## config.mk

```make
export PLATFORM = sky130hd
export DESIGN_NAME = uart_tx_controller
export DESIGN_NICKNAME = d
export VERILOG_FILES = /design/src/rtl/uart_pkg.sv /design/src/rtl/uart_tx_controller_if.sv /design/src/rtl/uart_baud_counter.sv /design/src/rtl/uart_tx_controller.sv
export SDC_FILE = /design/constraint.sdc
export NUM_CORES = 1
export LEC_CHECK = 0
export ABC_AREA = 0
export BUFFER_PORTS_ARGS = -buffer_cell sky130_fd_sc_hd__buf_4
export CAP_MARGIN = 20
export CELL_PAD_IN_SITES_DETAIL_PLACEMENT = 0
export CELL_PAD_IN_SITES_GLOBAL_PLACEMENT = 1
export CORE_ASPECT_RATIO = 1.5
export CORE_MARGIN = 3
export CORE_UTILIZATION = 39
export CTS_CLUSTER_SIZE = 24
export DETAILED_ROUTE_END_ITERATION = 16
export PLACE_DENSITY_LB_ADDON = 0.25
export RECOVER_POWER = 25
export SETUP_SLACK_MARGIN = 0.02
export SLEW_MARGIN = 15
export SYNTH_ARGS = -nofsm -noshare
export SYNTH_HDL_FRONTEND = slang
export SYNTH_SLANG_ARGS = --single-unit
```

## constraint.sdc

```tcl
create_clock -name clk_i -period 2.2 [get_ports clk_i]
set_clock_uncertainty 0.15 [all_clocks]
set_input_delay 0.33 -clock clk_i [delete_from_list [all_inputs] [get_ports clk_i]]
set_output_delay 0.33 -clock clk_i [all_outputs]
set_load 0.02 [all_outputs]
```

## src/rtl/uart_pkg.sv

```systemverilog
// uart_pkg: shared declarations for the UART transmit controller.
// Provides the controller state enum and the default data width used as the
// DW parameter default by uart_tx_controller.
package uart_pkg;

    typedef enum logic [1:0] {
        IDLE  = 2'd0,
        START = 2'd1,
        DATA  = 2'd2,
        STOP  = 2'd3
    } uart_state_e;

    localparam int unsigned UART_DW_DEFAULT = 8;

endpackage

```

## src/rtl/uart_tx_controller_if.sv

```systemverilog
// uart_tx_controller_if: bit-period timing link between the controller FSM
// and its baud counter.
//   cnt_en   - count cycles of the current bit period (controller -> counter)
//   clr      - restart the period count, asserted on state changes
//   stop_sel - current period is the whole stop field (STOP_BITS bit times)
//   bit_end  - last cycle of the current period (counter -> controller)
interface uart_tx_controller_if;
    logic cnt_en;
    logic clr;
    logic stop_sel;
    logic bit_end;

    modport master (output cnt_en, output clr, output stop_sel, input bit_end);
    modport slave  (input cnt_en, input clr, input stop_sel, output bit_end);
endinterface

```

## src/rtl/uart_baud_counter.sv

```systemverilog
// uart_baud_counter: counts clock cycles within one bit period and flags the
// last cycle of it.
//   clk_i, rst_ni - clock and asynchronous active-low reset
//   bus           - slave side of uart_tx_controller_if (cnt_en, clr,
//                   stop_sel in; bit_end out)
// A normal period is CLKS_PER_BIT cycles; with stop_sel the period covers the
// whole stop field, STOP_BITS*CLKS_PER_BIT cycles, so the counter is sized
// for that longer span and never wraps.
module uart_baud_counter #(
    parameter int unsigned CLKS_PER_BIT = 16,
    parameter int unsigned STOP_BITS    = 1
) (
    input  logic                 clk_i,
    input  logic                 rst_ni,
    uart_tx_controller_if.slave  bus
);

    localparam int unsigned STOP_LEN = STOP_BITS * CLKS_PER_BIT;
    localparam int unsigned CW       = $clog2(STOP_LEN + 1);

    localparam logic [CW-1:0] BIT_LAST  = CW'(CLKS_PER_BIT - 1);
    localparam logic [CW-1:0] STOP_LAST = CW'(STOP_LEN - 1);

    logic [CW-1:0] r_cnt;
    logic          w_last;

    assign w_last      = bus.stop_sel ? (r_cnt == STOP_LAST) : (r_cnt == BIT_LAST);
    assign bus.bit_end = bus.cnt_en & w_last;

    always_ff @(posedge clk_i or negedge rst_ni) begin
        if (!rst_ni) begin
            r_cnt <= '0;
        end else if (bus.clr || bus.bit_end) begin
            r_cnt <= '0;
        end else if (bus.cnt_en) begin
            r_cnt <= r_cnt + CW'(1);
        end
    end

endmodule

```

## src/rtl/uart_tx_controller.sv

```systemverilog
// uart_tx_controller: sequences one UART frame (start, DW data bits LSB first,
// STOP_BITS stop bits) around an external shift register.
//   clk_i, rst_ni           - clock, asynchronous active-low reset
//   tx_data_i/tx_valid_i    - byte offered by the requester
//   tx_ready_o              - high only in IDLE; handshake = valid & ready
//   data_o/load_byte_o      - captured byte and its load strobe to the shifter
//   shift_o                 - advance the shifter to the next data bit
//   serial_i                - data bit presented by the shifter
//   tx_o                    - registered UART line, idle high
//   busy_o/done_o           - frame in progress / last cycle of the frame
// tx_o is registered from the next state, so each line level appears in the
// same cycle the FSM enters the matching state. The shifter is expected to
// present the bit that will be current after a pending load/shift strobe, so
// registering serial_i on a period boundary picks up the new bit on time.
module uart_tx_controller
    import uart_pkg::*;
#(
    parameter int unsigned DW           = UART_DW_DEFAULT,
    parameter int unsigned CLKS_PER_BIT = 16,
    parameter int unsigned STOP_BITS    = 1
) (
    input  logic          clk_i,
    input  logic          rst_ni,
    input  logic [DW-1:0] tx_data_i,
    input  logic          tx_valid_i,
    output logic          tx_ready_o,
    output logic [DW-1:0] data_o,
    output logic          load_byte_o,
    output logic          shift_o,
    input  logic          serial_i,
    output logic          tx_o,
    output logic          busy_o,
    output logic          done_o
);

    localparam int unsigned   BW       = $clog2(DW + 1);
    localparam logic [BW-1:0] LAST_BIT = BW'(DW - 1);

    uart_state_e   r_state;
    uart_state_e   w_state_nxt;
    logic [BW-1:0] r_bit_cnt;
    logic [BW-1:0] w_bit_cnt_nxt;
    logic [DW-1:0] r_data;
    logic          r_load;
    logic          r_tx;
    logic          w_accept;
    logic          w_shift;
    logic          w_done;

    uart_tx_controller_if w_baud ();

    uart_baud_counter #(
        .CLKS_PER_BIT (CLKS_PER_BIT),
        .STOP_BITS    (STOP_BITS)
    ) u_baud (
        .clk_i  (clk_i),
        .rst_ni (rst_ni),
        .bus    (w_baud)
    );

    // Counter control depends only on the registered state, keeping bit_end
    // free of any path back through the next-state logic.
    assign w_baud.cnt_en   = (r_state != IDLE);
    assign w_baud.stop_sel = (r_state == STOP);
    assign w_baud.clr      = (w_state_nxt != r_state);

    always_ff @(posedge clk_i or negedge rst_ni) begin
        if (!rst_ni) begin
            r_state   <= IDLE;
            r_bit_cnt <= '0;
        end else begin
            r_state   <= w_state_nxt;
            r_bit_cnt <= w_bit_cnt_nxt;
        end
    end

    always_comb begin
        w_state_nxt   = r_state;
        w_bit_cnt_nxt = r_bit_cnt;
        w_accept      = 1'b0;
        w_shift       = 1'b0;
        w_done        = 1'b0;
        case (r_state)
            IDLE: begin
                if (tx_valid_i) begin
                    w_accept    = 1'b1;
                    w_state_nxt = START;
                end
            end
            START: begin
                if (w_baud.bit_end) w_state_nxt = DATA;
            end
            DATA: begin
                if (w_baud.bit_end) begin
                    if (r_bit_cnt == LAST_BIT) begin
                        w_state_nxt = STOP;
                    end else begin
                        // the final data bit needs no shift, so DW-1 strobes
                        w_shift       = 1'b1;
                        w_bit_cnt_nxt = r_bit_cnt + BW'(1);
                    end
                end
            end
            STOP: begin
                if (w_baud.bit_end) begin
                    w_done      = 1'b1;
                    w_state_nxt = IDLE;
                end
            end
            default: w_state_nxt = IDLE;
        endcase
        if (w_state_nxt != r_state) w_bit_cnt_nxt = '0;
    end

    always_ff @(posedge clk_i or negedge rst_ni) begin
        if (!rst_ni) begin
            r_data <= '0;
            r_load <= 1'b0;
            r_tx   <= 1'b1;
        end else begin
            r_load <= w_accept;
            if (w_accept) r_data <= tx_data_i;
            case (w_state_nxt)
                START:   r_tx <= 1'b0;
                DATA:    r_tx <= serial_i;
                default: r_tx <= 1'b1;
            endcase
        end
    end

    assign tx_ready_o  = (r_state == IDLE);
    assign busy_o      = (r_state != IDLE);
    assign done_o      = w_done;
    assign shift_o     = w_shift;
    assign load_byte_o = r_load;
    assign data_o      = r_data;
    assign tx_o        = r_tx;

endmodule

```

==> impl_metrics.tcl, run 1 <==
set metrics [dict create \
    power_density_nw_per_um2 1231 \
    path_clk_slew_ps 120 \
    max_freq_mhz 433.0 \
    synthDistinctLibCells 39 \
    rsz0062_at_grt "yes" \
    numCtsBuffers 3 \
    intPower_w 0.001001 \
    start_util 0.4221 \
    power.share.clock 0.110 \
    cts_tree "built" \
    slew_violations 0 \
    final_cell_mix "31 x buf_4, 26 x nand2_1, 20 x dfrtp_1" \
    utilization 0.5475 \
    tns_ps -188.7 \
    crit_chain "ha_2 -> and3_4 -> ha_4 -> nand4b_1 -> o211ai_1 -> nor2_1 -> buf_4" \
    die_w_um 48.51 \
    io_pins 26 \
    die-area_sq_um 3385 \
    fill_cells 239 \
    cts.sinks 21 \
    worst_slew_pin_slew_ps 1117 \
    gr-usage-all-layers 0.1615 \
    finalCritPeriodShare 1.050 \
    pre_cts_slack_ps 134.1 \
    core_sq_um 2505 \
    cp-end-kind "primary output" \
    ant_nets 0 \
    clock_latency_ps 300 \
    antenna_found_initial 0 \
    layout_commonest_cell "buf_4" \
    io_buffers 25 \
    worstPathArrival_ps 1830 \
    synth_edf_count 0 \
    fin_ws_ps -109.2 \
    gp_congestion 0.7778 \
    vias 920 \
    cp_max_fo 6 \
    slowest_stage "dfrtp_1" \
    grt_pass1_vias 1020 \
    synth_area_per_cell_sq_um 9.789 \
    viasPerCell 5.198 \
    firstDrtPassIters 4 \
    path_class "reg2out" \
    slew_headroom 0.2554 \
    p_comb_frac 0.493 \
    worst-path-buf-inv 1 \
    power.switching_w 0.0006865 \
    syn2layout_area_growth_pct 29.70 \
    power_switching_share 0.4067 \
    min_path_type "in2reg" \
    antenna_cells 0 \
    first_iter_violations 12 \
    synth_seq_area_share 0.4982 \
    yosysWarnings 0 \
    cts-root-buf "clkbuf_4" \
    fin_nets 157 \
    die_h_um 69.77 \
    finalSetupViolCount 2 \
    layout-drive-gt1-share 0.3262 \
    synth_flop_cell "dfrtp_1" \
    grt_max_degree 22 \
    critical_path_required_ps 1720 \
    h-tree-depth 1 \
    power_leakage_nw 0.6427 \
    drc 0 \
    drv_cap 0 \
    ys_async_sr_fraction 1.000 \
    final_period_minus_worst_setup_slack_ps 2309 \
    placedCellCount 168 \
    worst_path_largest_cell_delay_ps 390 \
    outcome "finished with violations" \
    yosys_register_bits 21 \
    vdd.ir_drop.worst_v 0.0007599 \
    netlist_area_sq_um 1057 \
    gr-total-overflow 0 \
    final_cells 177 \
    synthesis.instances 108 \
    grt_pass1_wl_um 4347 \
    wl_per_cell_um 14.03 \
    path_delay_family "simple AND/OR/NAND/NOR gates" \
    totalWireLength_um 2483 \
    rows 22 \
    pwr-share-seq 0.396 \
    cts_buffer_depth 2 \
    syn_nets 123 \
    dp_hpwl_um 1683 \
    crit_path_start_kind "flip-flop" \
    violations "negative setup slack" \
    hold_slack_ps 55.94 \
    hold_viol_final 0 \
]
-- per-layer routing --
layer	vias to the layer above	share of wire	wire, um	global-route usage
li1	443	-	-	-
met1	444	0.40	990	0.1658
met2	25	0.53	1324	0.3052
met3	8	0.039	98	0.02366
met4	0	0.028	69	0.08861
met5	-	0	0	0
-- state kept, by name, summed over array words and instances, names as in the netlist --
signal	flops
data_o	8
u_baud.r_cnt	5
load_byte_o	1
tx_o	1
r_state	2
r_bit_cnt	4
-- worst reg2reg max path: stages (launching register included) --
cell	delay [ps]
dfrtp_1	410
ha_2	200
and3_4	180
ha_4	170
buf_4	130
buf_6	110
buf_4	130
or3_1	370
o31ai_1	70
-- logic make-up after synthesis --
logic type      after synthesis  synth area share
simple gates                 50            0.2426
compound gates               23            0.1432
flops                        21            0.4982
buf+inv                       9           0.06391
fa+ha+maj                     3           0.03551
xor+xnor                      2           0.01657
-- power groups by stage --
stage	sequential (W)	combinational (W)	clock, W
floorplan	0.000759	0.000389	0
global placement	0.000668	0.000741	0
detailed placement	0.000675	0.000764	0
CTS	0.000665	0.000813	0.000194
global route	0.000689	0.000927	0.000212
finish	0.000669	0.000833	0.000186
-- what timing repair did --
| action | 4_1_cts | 5_1_grt |
|---|---|---|
| setup buffers | 2 | 2 |
| pin swaps | 2 | 0 |
| setup endpoints to repair | 2 | 2 |
| hold endpoints to repair | 21 | 0 |
| gates resized for setup | 3 | 4 |
| cloned | 0 | 0 |
| hold buffers | 1 | 0 |
-- worst paths after layout --
check | startpoint | to | slack [ps] | depth (start not counted)
min in group asynchronous | rst_ni | r_state[1]$_DFF_PN0_ | 600 | 2
hold reg to reg | data_o[3]$_DFFE_PN0P_ | data_o[3]$_DFFE_PN0P_ | 340 | 2
setup reg to reg | u_baud.r_cnt[0]$_DFFE_PN0P_ | u_baud.r_cnt[4]$_DFFE_PN0P_ | 180 | 8
max in group asynchronous | rst_ni | u_baud.r_cnt[1]$_DFFE_PN0P_ | 630 | 2
setup / recovery | u_baud.r_cnt[0]$_DFFE_PN0P_ | shift_o | -110 | 7
hold / removal | tx_data_i[7] | data_o[7]$_DFFE_PN0P_ | 60 | 3
-- Yosys cell counts, types with 3 or more instances --
cell / n / share of area
nand3_1: 5 / 0.024
dfrtp_1: 20 / 0.47
a21oi_1: 4 / 0.019
o21ai_0: 6 / 0.028
ha_1: 3 / 0.036
nand2_1: 26 / 0.092
-- through the flow --
stage | cell area [sq um] | total power, W
CTS | 1345 | 0.001672
finish | 1371 | 0.001688
global placement | 1276 | 0.001409
floorplan | 1057 | 0.001148
global route | 1371 | 0.001828
detailed placement | 1276 | 0.001440
-- layout make-up --
class | count | area [sq um] | share of cell area
Clock buffer | 4 | 26.28 | 0.01916
Timing Repair Buffer | 35 | 269.0 | 0.1962
Inverter | 3 | 16.27 | 0.01186
Multi-Input combinational cell | 78 | 488.0 | 0.3558
Sequential cell | 21 | 526.8 | 0.3841
Tap cell | 36 | 45.04 | 0.03285
Power figures use the tool's default switching activity.
==> run 2: changes to the inputs <==
clock period = 2.4 ns   (was 2.2 ns; I/O delays follow)
==> run 2 against run 1 <==
- the flow now finishes without violations
- clock power is 9% lower
- combinational power is 12% lower
- first-iteration DRC count is 33% higher
- count of clock-buffer cells in the layout stayed put
- critical endpoint unchanged
- largest power group unchanged
==> impl_metrics.tcl, run 2 (synthesized netlist as in run 1, its figures left out) <==
set metrics [dict create \
    gp_congestion 0.7891 \
    antenna_found_initial 0 \
    worst-path-buf-inv 1 \
    worstPathArrival_ps 1840 \
    finalCritPeriodShare 0.9774 \
    slew_violations 0 \
    cts_buffer_depth 2 \
    largest_reg_flops 8 \
    grt_pass1_wl_um 4167 \
    cp-endpoint "shift_o" \
    start_util 0.4221 \
    cts-root-buf "clkbuf_4" \
    viasPerCell 5.011 \
    slowest_stage "dfrtp_1" \
    wl_per_cell_um 13.42 \
    slew_headroom 0.2524 \
    power_density_nw_per_um2 1121 \
    max_freq_mhz 426.3 \
    cts_tree "built" \
    final_cells 176 \
    r2r_end "r_bit_cnt[3]$_DFFE_PN0P_" \
    fin_ws_ps 54.15 \
    worst_path_largest_cell_delay_ps 390 \
    crit-reg2reg-launch "u_baud.r_cnt[1]$_DFFE_PN0P_" \
    core_sq_um 2505 \
    firstDrtPassIters 4 \
    worst_setup_path_startpoint "u_baud.r_cnt[1]$_DFFE_PN0P_" \
    vias 882 \
    worst_slew_pin_slew_ps 1121 \
    vdd.ir_drop.worst_v 0.0005492 \
    totalWireLength_um 2362 \
    placedCellCount 168 \
    h-tree-depth 1 \
    pre_cts_slack_ps 364.0 \
    drc 0 \
    io_buffers 25 \
    die_h_um 69.77 \
    finalSetupViolCount 0 \
    r2r_cells 7 \
    numCtsBuffers 3 \
    rsz0062_at_grt "yes" \
    grt_pass1_vias 945 \
    hold_viol_final 0 \
    drv_cap 0 \
    cp-end-kind "primary output" \
    gr-usage-all-layers 0.1525 \
    gr-total-overflow 0 \
    io_pins 26 \
    antenna_cells 0 \
    syn2layout_area_growth_pct 27.81 \
    ant_nets 0 \
    r2r_slack_ps 510 \
    min_path_type "in2reg" \
    die-area_sq_um 3385 \
    die_w_um 48.51 \
    crit_path_start_kind "flip-flop" \
    outcome "completed" \
    layout_commonest_cell "buf_4" \
    dp_hpwl_um 1688 \
    fin_nets 156 \
    final_cell_mix "32 x buf_4, 26 x nand2_1, 20 x dfrtp_1" \
    clock_latency_ps 300 \
    path_clk_slew_ps 120 \
    path_class "reg2out" \
    power_leakage_nw 0.6366 \
    rows 22 \
    critical_path_depth 7 \
    first_iter_violations 16 \
    path_delay_family "simple AND/OR/NAND/NOR gates" \
    critical_path_required_ps 1890 \
    cts.sinks 21 \
    grt_max_degree 22 \
    layout-drive-gt1-share 0.3143 \
    cp_max_fo 4 \
    final_period_minus_worst_setup_slack_ps 2346 \
    crit_chain "ha_2 -> and3_4 -> ha_4 -> nand4b_1 -> o211ai_1 -> nor2_1 -> buf_4" \
]
-- run 2: cell count changes in the layout (fill, tap and decap cells not counted) --
cell,delta
buf_6,-2
and3_1,+1
and3_4,-1
buf_4,+1
-- run 2: timing repair --
| item | in CTS | in global routing |
|---|---|---|
| pin swaps | 1 | 3 |
| gates cloned | 0 | 0 |
| setup buffers | 1 | 2 |
| setup endpoints to repair | 1 | 2 |
| hold buffers | 1 | 0 |
| hold endpoints to repair | 20 | 0 |
| resized for setup | 0 | 4 |
-- run 2: worst reg2reg max path, delay by kind of cell (launching register included) --
| family | cells | cell delay, ps |
|---|---|---|
| flops | 1 | 420 |
| compound gates | 2 | 350 |
| buf+inv | 1 | 160 |
| simple gates | 2 | 380 |
| fa+ha+maj | 2 | 370 |
-- run 2: worst min-delay path by stage --
stage                      start                       end  slack [ps]  depth (start not counted)
floorplan                 rst_ni     data_o[0]$_DFFE_PN0P_         -90                          0
global placement          rst_ni      r_state[1]$_DFF_PN0_         110                          1
detailed placement        rst_ni  r_bit_cnt[2]$_DFFE_PN0P_         110                          1
CTS                 tx_data_i[7]     data_o[7]$_DFFE_PN0P_          80                          3
global route        tx_data_i[1]     data_o[1]$_DFFE_PN0P_          90                          3
finish              tx_data_i[7]     data_o[7]$_DFFE_PN0P_          90                          3
-- run 2: layer usage --
metal	routed length (um)	vias to the layer above	GRT usage
li1	-	440	-
met1	1011	417	0.1685
met2	1223	23	0.2745
met3	111	2	0.03011
met4	16	0	0.07278
met5	0	-	0
-- run 2: area by class of cell --
class / instances / area (sq um)
Clock buffer: 4 / 26.28
Fill cell: 230 / 1154
Inverter: 3 / 16.27
Multi-Input combinational cell: 78 / 483.0
Sequential cell: 21 / 526.8
Tap cell: 36 / 45.04
Timing Repair Buffer: 34 / 254.0
-- run 2: report_power, final --
group | switching [W] | internal [W]
clock | 0.000106 | 0.0000647
combinational | 0.000402 | 0.000330
sequential | 0.000103 | 0.000511
-- run 2: per-stage QoR --
step                      utilization  power, W  hold WS [ps]  instance area [sq um]  setup TNS [ps]
after floorplan                     -  0.001052        -85.59                   1057               0
after global placement         0.5095  0.001292         109.0                   1276               0
after detailed placement       0.5095  0.001314         114.3                   1276               0
after CTS                      0.5270  0.001503         81.24                   1320               0
after global routing           0.5395  0.001648         86.66                   1351          -38.84
final                          0.5395  0.001515         89.08                   1351               0
==> run 3: changes to the inputs <==
CORE_ASPECT_RATIO = 1.1   (was 1.5)
==> run 3 against run 2 <==
- sequential power is 3% higher
- sequential share of layout area stayed put
- critical path depth stayed put
- non-clock buffer count stayed put
- cell area stayed put
- register-to-register slack hardly changed
- hold slack worse by 4.1 ps
- fmax is 0.77% lower
- setup slack worse by 18 ps
==> impl_metrics.tcl, run 3 (synthesized netlist as in run 1, its figures left out) <==
set metrics [dict create \
    path_class "reg2out" \
    max_freq_mhz 423.0 \
    fill_cells 243 \
    hold_viol_final 0 \
    gr-usage-all-layers 0.1549 \
    firstDrtPassIters 4 \
    start_util 0.4156 \
    fin_nets 156 \
    layout-drive-gt1-share 0.3357 \
    crit_path_start_kind "flip-flop" \
    final_cell_mix "32 x buf_4, 25 x nand2_1, 20 x dfrtp_1" \
    cp_max_fo 5 \
    totalWireLength_um 2351 \
    power_density_nw_per_um2 1122 \
    rows 19 \
    syn2layout_area_growth_pct 27.81 \
    cts_tree "built" \
    die_h_um 60.61 \
    slowest_stage "dfrtp_1" \
    outcome "completed" \
    cts-root-buf "clkbuf_4" \
    cp-end-kind "primary output" \
    gp_congestion 0.8037 \
    grt_pass1_wl_um 4050 \
    h-tree-depth 1 \
    power_leakage_nw 0.6405 \
    tns_ps 0 \
    largest_reg_flops 8 \
    rsz0062_at_grt "yes" \
    finalSetupViolCount 0 \
    holdCritStartpoint "tx_data_i[1]" \
    numCtsBuffers 3 \
    dp_hpwl_um 1576 \
    antenna_found_initial 0 \
    drc 0 \
    first_iter_violations 28 \
    cts.sinks 21 \
    hold_slack_ps 84.99 \
    die_w_um 55.65 \
    r2r_slack_ps 500 \
    core_sq_um 2544 \
    wl_per_cell_um 13.75 \
    worst_path_largest_cell_delay_ps 390 \
    grt_pass1_vias 849 \
    gr-total-overflow 0 \
    vdd.ir_drop.worst_v 0.0005837 \
    min_path_type "in2reg" \
    io_pins 26 \
    layout_commonest_cell "buf_4" \
    worstPathArrival_ps 1850 \
    crit-reg2reg-launch "u_baud.r_cnt[1]$_DFFE_PN0P_" \
    ant_nets 0 \
    hold_depth 3 \
    antenna_cells 0 \
    die-area_sq_um 3372 \
    cts_buffer_depth 2 \
    final_period_minus_worst_setup_slack_ps 2364 \
    final_cells 171 \
    crit_chain "ha_2 -> and3_4 -> ha_4 -> nand4b_1 -> o211ai_1 -> nor2_1 -> buf_4" \
    worst_slew_pin_slew_ps 1132 \
    slew_headroom 0.2453 \
    viasPerCell 5.105 \
    grt_max_degree 22 \
    clock_latency_ps 300 \
    io_buffers 25 \
    r2r_end "r_state[0]$_DFF_PN0_" \
    r2r_cells 7 \
    slew_violations 0 \
    placedCellCount 161 \
    drv_cap 0 \
    finalCritPeriodShare 0.9850 \
    critical_path_required_ps 1890 \
    worstHoldEndpoint "data_o[1]$_DFFE_PN0P_" \
    path_clk_slew_ps 120 \
    vias 873 \
]
run 3: cell count changes in the layout (fill, tap and decap cells not counted), sizes merged:
cell and delta:
clkinv +1, clkbuf -1
run 3: cell type report:
class / instances / area (sq um) / area share
Clock buffer: 3 / 22.52 / 0.01667
Clock inverter: 1 / 5.005 / 0.003704
Inverter: 3 / 16.27 / 0.01204
Multi-Input combinational cell: 78 / 488.0 / 0.3611
Sequential cell: 21 / 526.8 / 0.3898
Tap cell: 31 / 38.79 / 0.02870
Timing Repair Buffer: 34 / 254.0 / 0.1880
run 3: repair_timing:
item / CTS / global route
hold buffers: 1 / 0
gates resized for setup: 4 / 2
buffers inserted: 3 / 2
pin swaps: 1 / 1
endpoints found under the setup margin: 1 / 2
hold endpoints to repair: 20 / 0
run 3: worst max-delay path: cells and delay by family (launching register included):
family / cells / cell delay (ps)
compound gates: 1 / 260
buf+inv: 1 / 160
fa+ha+maj: 2 / 340
simple gates: 3 / 400
flops: 1 / 390
run 3: through the flow:
step	cell area [sq um]	power, W	utilization	worst slack, ps
after global routing	1351	0.001650	0.5312	-88.86
after CTS	1333	0.001506	0.5239	47.73
after detailed placement	1255	0.001294	0.4934	187.1
final	1351	0.001516	0.5312	36.02
after floorplan	1057	0.001052	-	194.8
after global placement	1255	0.001276	0.4934	232.0
run 3: report_power, final:
group,switching [W],internal (W),leakage [nW]
logic,0.000386,0.000329,0.363
registers,0.000119,0.000511,0.260
clock network,0.000109,0.0000622,0.0177
total,0.000614,0.000902,0.641
run 3: layer usage:
layer / wire length [um] / vias up / part of all wire / global-route usage
li1: - / 442 / - / -
met1: 1093 / 418 / 0.46 / 0.2100
met2: 1184 / 11 / 0.50 / 0.2466
met3: 59 / 2 / 0.025 / 0.02128
met4: 13 / 0 / 0.0055 / 0.07986
met5: 0 / - / 0 / 0
run 3: worst max-delay path by stage:
stage                                     start       to  slack, ps  cells after the start
floorplan           u_baud.r_cnt[0]$_DFFE_PN0P_  shift_o        190                      7
global placement    u_baud.r_cnt[0]$_DFFE_PN0P_  shift_o        230                      7
finish              u_baud.r_cnt[1]$_DFFE_PN0P_  shift_o         40                      7
detailed placement  u_baud.r_cnt[0]$_DFFE_PN0P_  shift_o        190                      7
CTS                 u_baud.r_cnt[1]$_DFFE_PN0P_  shift_o         50                      7
global route        u_baud.r_cnt[1]$_DFFE_PN0P_  shift_o        -90                      7
